**src/rtl/subgraph_pack_buffer.sv**
```systemverilog
// subgraph_pack_buffer: packs per-neighbour scalars into one MAX_NODES-lane word plus count,
// queued in a 2-entry output FIFO. Optional macro PACK_ZERO_FILL_EN zeroes unused lanes.
module subgraph_pack_buffer #(
    parameter int DATA_W     = 8,
    parameter int MAX_NODES  = 16,
    parameter int NODE_CNT_W = $clog2(MAX_NODES + 1),
    parameter int PACK_W     = MAX_NODES * DATA_W + NODE_CNT_W
) (
    input  logic                  clk_i,
    input  logic                  rst_n_i,
    input  logic                  in_valid_i,
    output logic                  in_ready_o,
    input  logic [DATA_W-1:0]     in_data_i,
    input  logic [NODE_CNT_W-1:0] in_num_nodes_i,
    output logic                  out_valid_o,
    input  logic                  out_ready_i,
    output logic [PACK_W-1:0]     out_data_o,
    output logic                  err_num_nodes_o
);
    // state | meaning
    // IDLE  | waiting for the first beat of a group (lane 1)
    // FILL  | writing lanes 2..n of the current group
    typedef enum logic {IDLE, FILL} state_t;

    localparam int LANES_W = MAX_NODES * DATA_W;
    localparam logic [NODE_CNT_W-1:0] CNT_ONE = NODE_CNT_W'(1);
    localparam logic [NODE_CNT_W-1:0] CNT_MAX = NODE_CNT_W'(MAX_NODES);

    state_t                state_q, state_d;
    logic [NODE_CNT_W-1:0] lane_idx_q, lane_idx_d;
    logic [NODE_CNT_W-1:0] num_q, num_d;
    logic [LANES_W-1:0]    asm_q, asm_d;
    logic                  err_q, err_d;
    logic [PACK_W-1:0]     fifo_q [2];
    logic [PACK_W-1:0]     fifo_wdata;
    logic                  rd_ptr_q, wr_ptr_q;
    logic [1:0]            count_q, count_d;
    logic                  accept, push, pop, num_bad;
    logic [NODE_CNT_W-1:0] num_fix, cur_idx, cur_num;

    assign in_ready_o      = (count_q != 2'd2);
    assign accept          = in_valid_i && in_ready_o;
    assign out_valid_o     = (count_q != 2'd0);
    assign pop             = out_valid_o && out_ready_i;
    assign out_data_o      = out_valid_o ? fifo_q[rd_ptr_q] : '0;
    assign err_num_nodes_o = err_q;

    always_comb begin
        num_fix = in_num_nodes_i;
        num_bad = 1'b0;
        if (in_num_nodes_i == '0) begin
            num_fix = CNT_ONE;
            num_bad = 1'b1;
        end else if (in_num_nodes_i > CNT_MAX) begin
            num_fix = CNT_MAX;
            num_bad = 1'b1;
        end
    end

    always_comb begin
        state_d    = state_q;
        lane_idx_d = lane_idx_q;
        num_d      = num_q;
        asm_d      = asm_q;
        err_d      = err_q;
        push       = 1'b0;
        cur_idx    = (state_q == IDLE) ? CNT_ONE : lane_idx_q;
        cur_num    = (state_q == IDLE) ? num_fix : num_q;
        if (accept) begin
            if (state_q == IDLE) begin
                num_d = num_fix;
                err_d = err_q | num_bad;
`ifdef PACK_ZERO_FILL_EN
                asm_d = '0;
`endif
            end
            for (int i = 0; i < MAX_NODES; i++) begin
                if (cur_idx == NODE_CNT_W'(i + 1))
                    asm_d[LANES_W-1-i*DATA_W -: DATA_W] = in_data_i;
            end
            if (cur_idx == cur_num) begin
                push       = 1'b1;
                state_d    = IDLE;
                lane_idx_d = CNT_ONE;
            end else begin
                state_d    = FILL;
                lane_idx_d = cur_idx + CNT_ONE;
            end
        end
        // The pushed word includes the lane written this very cycle.
        fifo_wdata = {asm_d, cur_num};
    end

    always_comb begin
        count_d = count_q;
        case ({push, pop})
            2'b10:   count_d = count_q + 2'd1;
            2'b01:   count_d = count_q - 2'd1;
            default: count_d = count_q;
        endcase
    end

    always_ff @(posedge clk_i or negedge rst_n_i) begin
        if (!rst_n_i) state_q <= IDLE;
        else          state_q <= state_d;
    end

    always_ff @(posedge clk_i or negedge rst_n_i) begin
        if (!rst_n_i) begin
            lane_idx_q <= CNT_ONE;
            num_q      <= '0;
            asm_q      <= '0;
            err_q      <= 1'b0;
            rd_ptr_q   <= 1'b0;
            wr_ptr_q   <= 1'b0;
            count_q    <= 2'd0;
            for (int i = 0; i < 2; i++) fifo_q[i] <= '0;
        end else begin
            lane_idx_q <= lane_idx_d;
            num_q      <= num_d;
            asm_q      <= asm_d;
            err_q      <= err_d;
            count_q    <= count_d;
            if (push) begin
                fifo_q[wr_ptr_q] <= fifo_wdata;
                wr_ptr_q         <= ~wr_ptr_q;
            end
            if (pop) rd_ptr_q <= ~rd_ptr_q;
        end
    end
endmodule
```
**config.mk**
```make
export PLATFORM = sky130hd
export DESIGN_NAME = subgraph_pack_buffer
export DESIGN_NICKNAME = d
export VERILOG_FILES = /design/src/rtl/subgraph_pack_buffer.sv
export SDC_FILE = /design/constraint.sdc
export NUM_CORES = 1
export LEC_CHECK = 0
export BUFFER_PORTS_ARGS = -buffer_cell sky130_fd_sc_hd__buf_2
export CORE_UTILIZATION = 35
export CTS_CLUSTER_SIZE = 10
export DETAILED_ROUTE_END_ITERATION = 8
export SLEW_MARGIN = 40
export SYNTH_ARGS = -nofsm -noshare
export SYNTH_HDL_FRONTEND = slang
export SYNTH_SLANG_ARGS = --single-unit
export TNS_END_PERCENT = 5
```
**constraint.sdc**
```tcl
create_clock -name clk_i -period 3.2 [get_ports clk_i]
set_clock_uncertainty 0.05 [all_clocks]
set_input_delay 0.32 -clock clk_i [delete_from_list [all_inputs] [get_ports clk_i]]
set_output_delay 0.32 -clock clk_i [all_outputs]
set_load 0.01 [all_outputs]
```
==> results.yml <==
clocking:
  cts.sinks: 410
  clk_latency_ns: 0.58
  root_buffer: "clkbuf_16"
  cts_tree: "built"
  clk_path_buf_depth: 3
  hold_buffers: 2
  cts_resized: 0
  postCtsSetupBuffers: 0
  cts_buffers: 48
  clk_pin_slew_ns: 0.05
  cts_max_level: 2
sta:
  worst_pin_slew_ns: 0.739
  relSlewSlack: 0.507
  period_share: 0.850
  final-hold-violation-count: 0
  slew_violations: 0
  setup_viol_count_final: 0
  rsz0062_at_grt: "false"
  finalWorstSetupSlack_ns: 0.481
  finalSetupTns_ns: 0
  max_freq_mhz: 368
  min_period_ns: 2.72
global_route:
  grt_pass1_vias: 11300
  grt_max_degree: 97
  grt_util_all_layers: 0.166
  grt_pass1_wl_um: 67500
  antenna_found_initial: 4
  grt-ovfl-total: 0
worst_setup_path:
  ff2ff_path_depth: 6
  cp_top_family: "simple AND/OR/NAND/NOR gates"
  critPathMaxFanout: 31
  cpMaxStageDelayCell: "nor2_4"
  arrival_ns: 2.35
  required_ns: 2.83
  cp_slowest_stage_delay_ns: 0.49
  crit_type: "reg2out"
  crit_buf_inv: 2
  path_cells: "nor2_4, buf_4, nor2_1, buf_2"
  timing.rr.start: "count_q[0]"
  cp-start-kind: "flip-flop"
  crit_path_end_kind: "output pin"
  crit_cells: 4
  r2r_setup_slack_ns: 0.53
  critical_path.startpoint: "count_q[1]"
  crit_end: "out_data_o[105]"
  timing.rr.end: "fifo_q[259]"
detailed_routing:
  ant_nets: 0
  dr.first_iter.drc_count: 494
  vias: 10400
  avgRoutedWirePerCell_um: 20.0
  post-route-drc-count: 0
  dr.pass1.iters: 4
  routed_wl_um: 42300
  viasPerCell: 4.94
die:
  die_h_um: 229
  fp.dieArea_um2: 52300
  initial_core_util: 0.356
  coreArea_um2: 50500
  rows: 82
  boundaryPins: 153
  die_w_um: 229
placement:
  place_hpwl_um: 26200
  gp_congestion: 0.745
  dpl_cell_area_um2: 19800
  portBuffers: 152
  place_ws_ns: 0.113
flow_run:
  maxCapViolCount: 0
power_and_ir_drop:
  ir_drop_uv: 849
  cellPowerDensity_nw_per_um2: 886
  leakagePower_uw: 0.0109
yosys:
  avgSynthCellArea_um2: 14.2
  ys_async_sr_fraction: 1.00
  yosys_register_bits: 410
  ys_seq_area_frac: 0.570
  ys.flop_type: "dfrtp_1"
  syn_area_um2: 18000
  syn_nets: 1288
  yosysTopAreaCell: "dfrtp_1"
  yosys_warnings: 0
  yosys.cell_types.count: 39
  synthCells: 1263
  synth_area_leaders: "dfrtp_1 (57%), mux2_2 (20%), mux2i_1 (7.4%), mux2_4 (4.9%), nor2_1 (2.9%)"
  yosysTopAreaCellShare: 0.569
  synth-edff-count: 0
layout:
  final_nets: 1457
  area_growth_pct: 17.5
  fillers: 4727
  multiInputGateArea_um2: 7290
  drive_above_1_share: 0.448
  stdcell_area_um2: 21100
  regArea_um2: 10300
status:
  outcome: "finished clean"
worst_hold_path:
  hp-class: "in2reg"
[tightest hold or removal path: stages]
cell and delay, ns:
buf_2 0.07, and2_1 0.20, xor2_1 0.10
[logic make-up (layout without fill, tap and decap cells)]
| logic type | after synthesis | count (layout) | synth area share |
|---|---|---|---|
| multiplexers | 528 | 528 | 0.334 |
| flip-flops | 410 | 410 | 0.570 |
| AND/OR/NAND/NOR | 202 | 202 | 0.0522 |
| buffers and inverters | 86 | 266 | 0.0262 |
| AO/OA/AOI/OAI | 19 | 19 | 0.00737 |
| XOR/XNOR | 10 | 10 | 0.00487 |
| adder cells (fa/ha/maj) | 8 | 8 | 0.00556 |
| other | 0 | 1 | 0 |
[layout make-up]
class / count / area share
Tap cell: 672 / 0.0398
Timing Repair Buffer: 196 / 0.0641
Sequential cell: 410 / 0.485
Antenna cell: 1 / 0.000118
Inverter: 9 / 0.00160
Clock buffer: 55 / 0.0590
Clock inverter: 6 / 0.00538
Multi-Input combinational cell: 767 / 0.345
[cell usage in the layout, fill, tap and decap left out, drive strengths merged]
cell type and n:
a21oi 4, and2 3, and3 3, buf 194, bufinv 2, clkbuf 55
clkinv 4, dfrtp 409, dfstp 1, diode 1, dlygate4sd3 2, ha 8
inv 9, mux2 395, mux2i 133, nand2 31, nand2b 2, nand3 2
nand4 15, nor2 139, nor3 2, nor3b 1, nor4b 2, o2111ai 1
o21ai 9, o31ai 4, o32ai 1, or3b 1, or4 1, xnor2 6
xor2 4
[routing by layer]
layer	up-vias	routed length [um]	track usage
li1	4743	-	-
met1	5473	19700	0.229
met2	176	20300	0.271
met3	57	1580	0.0273
met4	0	712	0.0443
met5	-	0	0
[registers in the layout, indices dropped and copies added (netlist names)]
register and flops:
num_q 5, lane_idx_q 5, rd_ptr_q 1, count_q 2, state_q 1, wr_ptr_q 1, asm_q 128, err_num_nodes_o 1
fifo_q 266
[worst min path at each step]
| stage | from | endpoint | depth (start not counted) |
|---|---|---|---|
| after detailed placement | rst_n_i | asm_q[41] | 1 |
| final | out_ready_i | rd_ptr_q | 3 |
| after floorplan | rst_n_i | asm_q[0] | 0 |
| after CTS | out_ready_i | rd_ptr_q | 3 |
| after global routing | out_ready_i | rd_ptr_q | 3 |
| after global placement | rst_n_i | asm_q[41] | 1 |
[where the power goes]
group          leakage [uW]  internal [uW]  switching, uW
clock network      0.000665           2890           2030
registers           0.00550           6950            776
logic               0.00475           2890           3210
total                0.0109          12700           6010
[cell usage after synthesis, types with 2 or more instances]
| cell | instances |
|---|---|
| a21oi_1 | 4 |
| and2_1 | 3 |
| and3_1 | 3 |
| buf_1 | 13 |
| buf_2 | 17 |
| buf_4 | 9 |
| buf_6 | 2 |
| buf_8 | 7 |
| clkbuf_1 | 29 |
| dfrtp_1 | 409 |
| ha_1 | 8 |
| inv_1 | 9 |
| mux2_1 | 19 |
| mux2_2 | 317 |
| mux2_4 | 59 |
| mux2i_1 | 133 |
| nand2_1 | 29 |
| nand2_2 | 2 |
| nand2b_1 | 2 |
| nand4_1 | 5 |
| nand4_2 | 8 |
| nand4_4 | 2 |
| nor2_1 | 139 |
| nor4b_1 | 2 |
| o21ai_0 | 9 |
| o31ai_1 | 3 |
| xnor2_1 | 6 |
| xor2_1 | 4 |
[per-stage QoR]
step / hold WS (ns) / std cells / util / power, uW
after global routing: 0.133 / 2115 / 0.419 / 19900
final: 0.120 / 2116 / 0.419 / 18700
after global placement: 0.353 / 2052 / 0.391 / 13800
after detailed placement: 0.352 / 2052 / 0.391 / 14000
after floorplan: -0.0256 / 1263 / - / 12000
after CTS: 0.0947 / 2115 / 0.419 / 19000
Note: power is estimated with default switching activity, not from simulation.
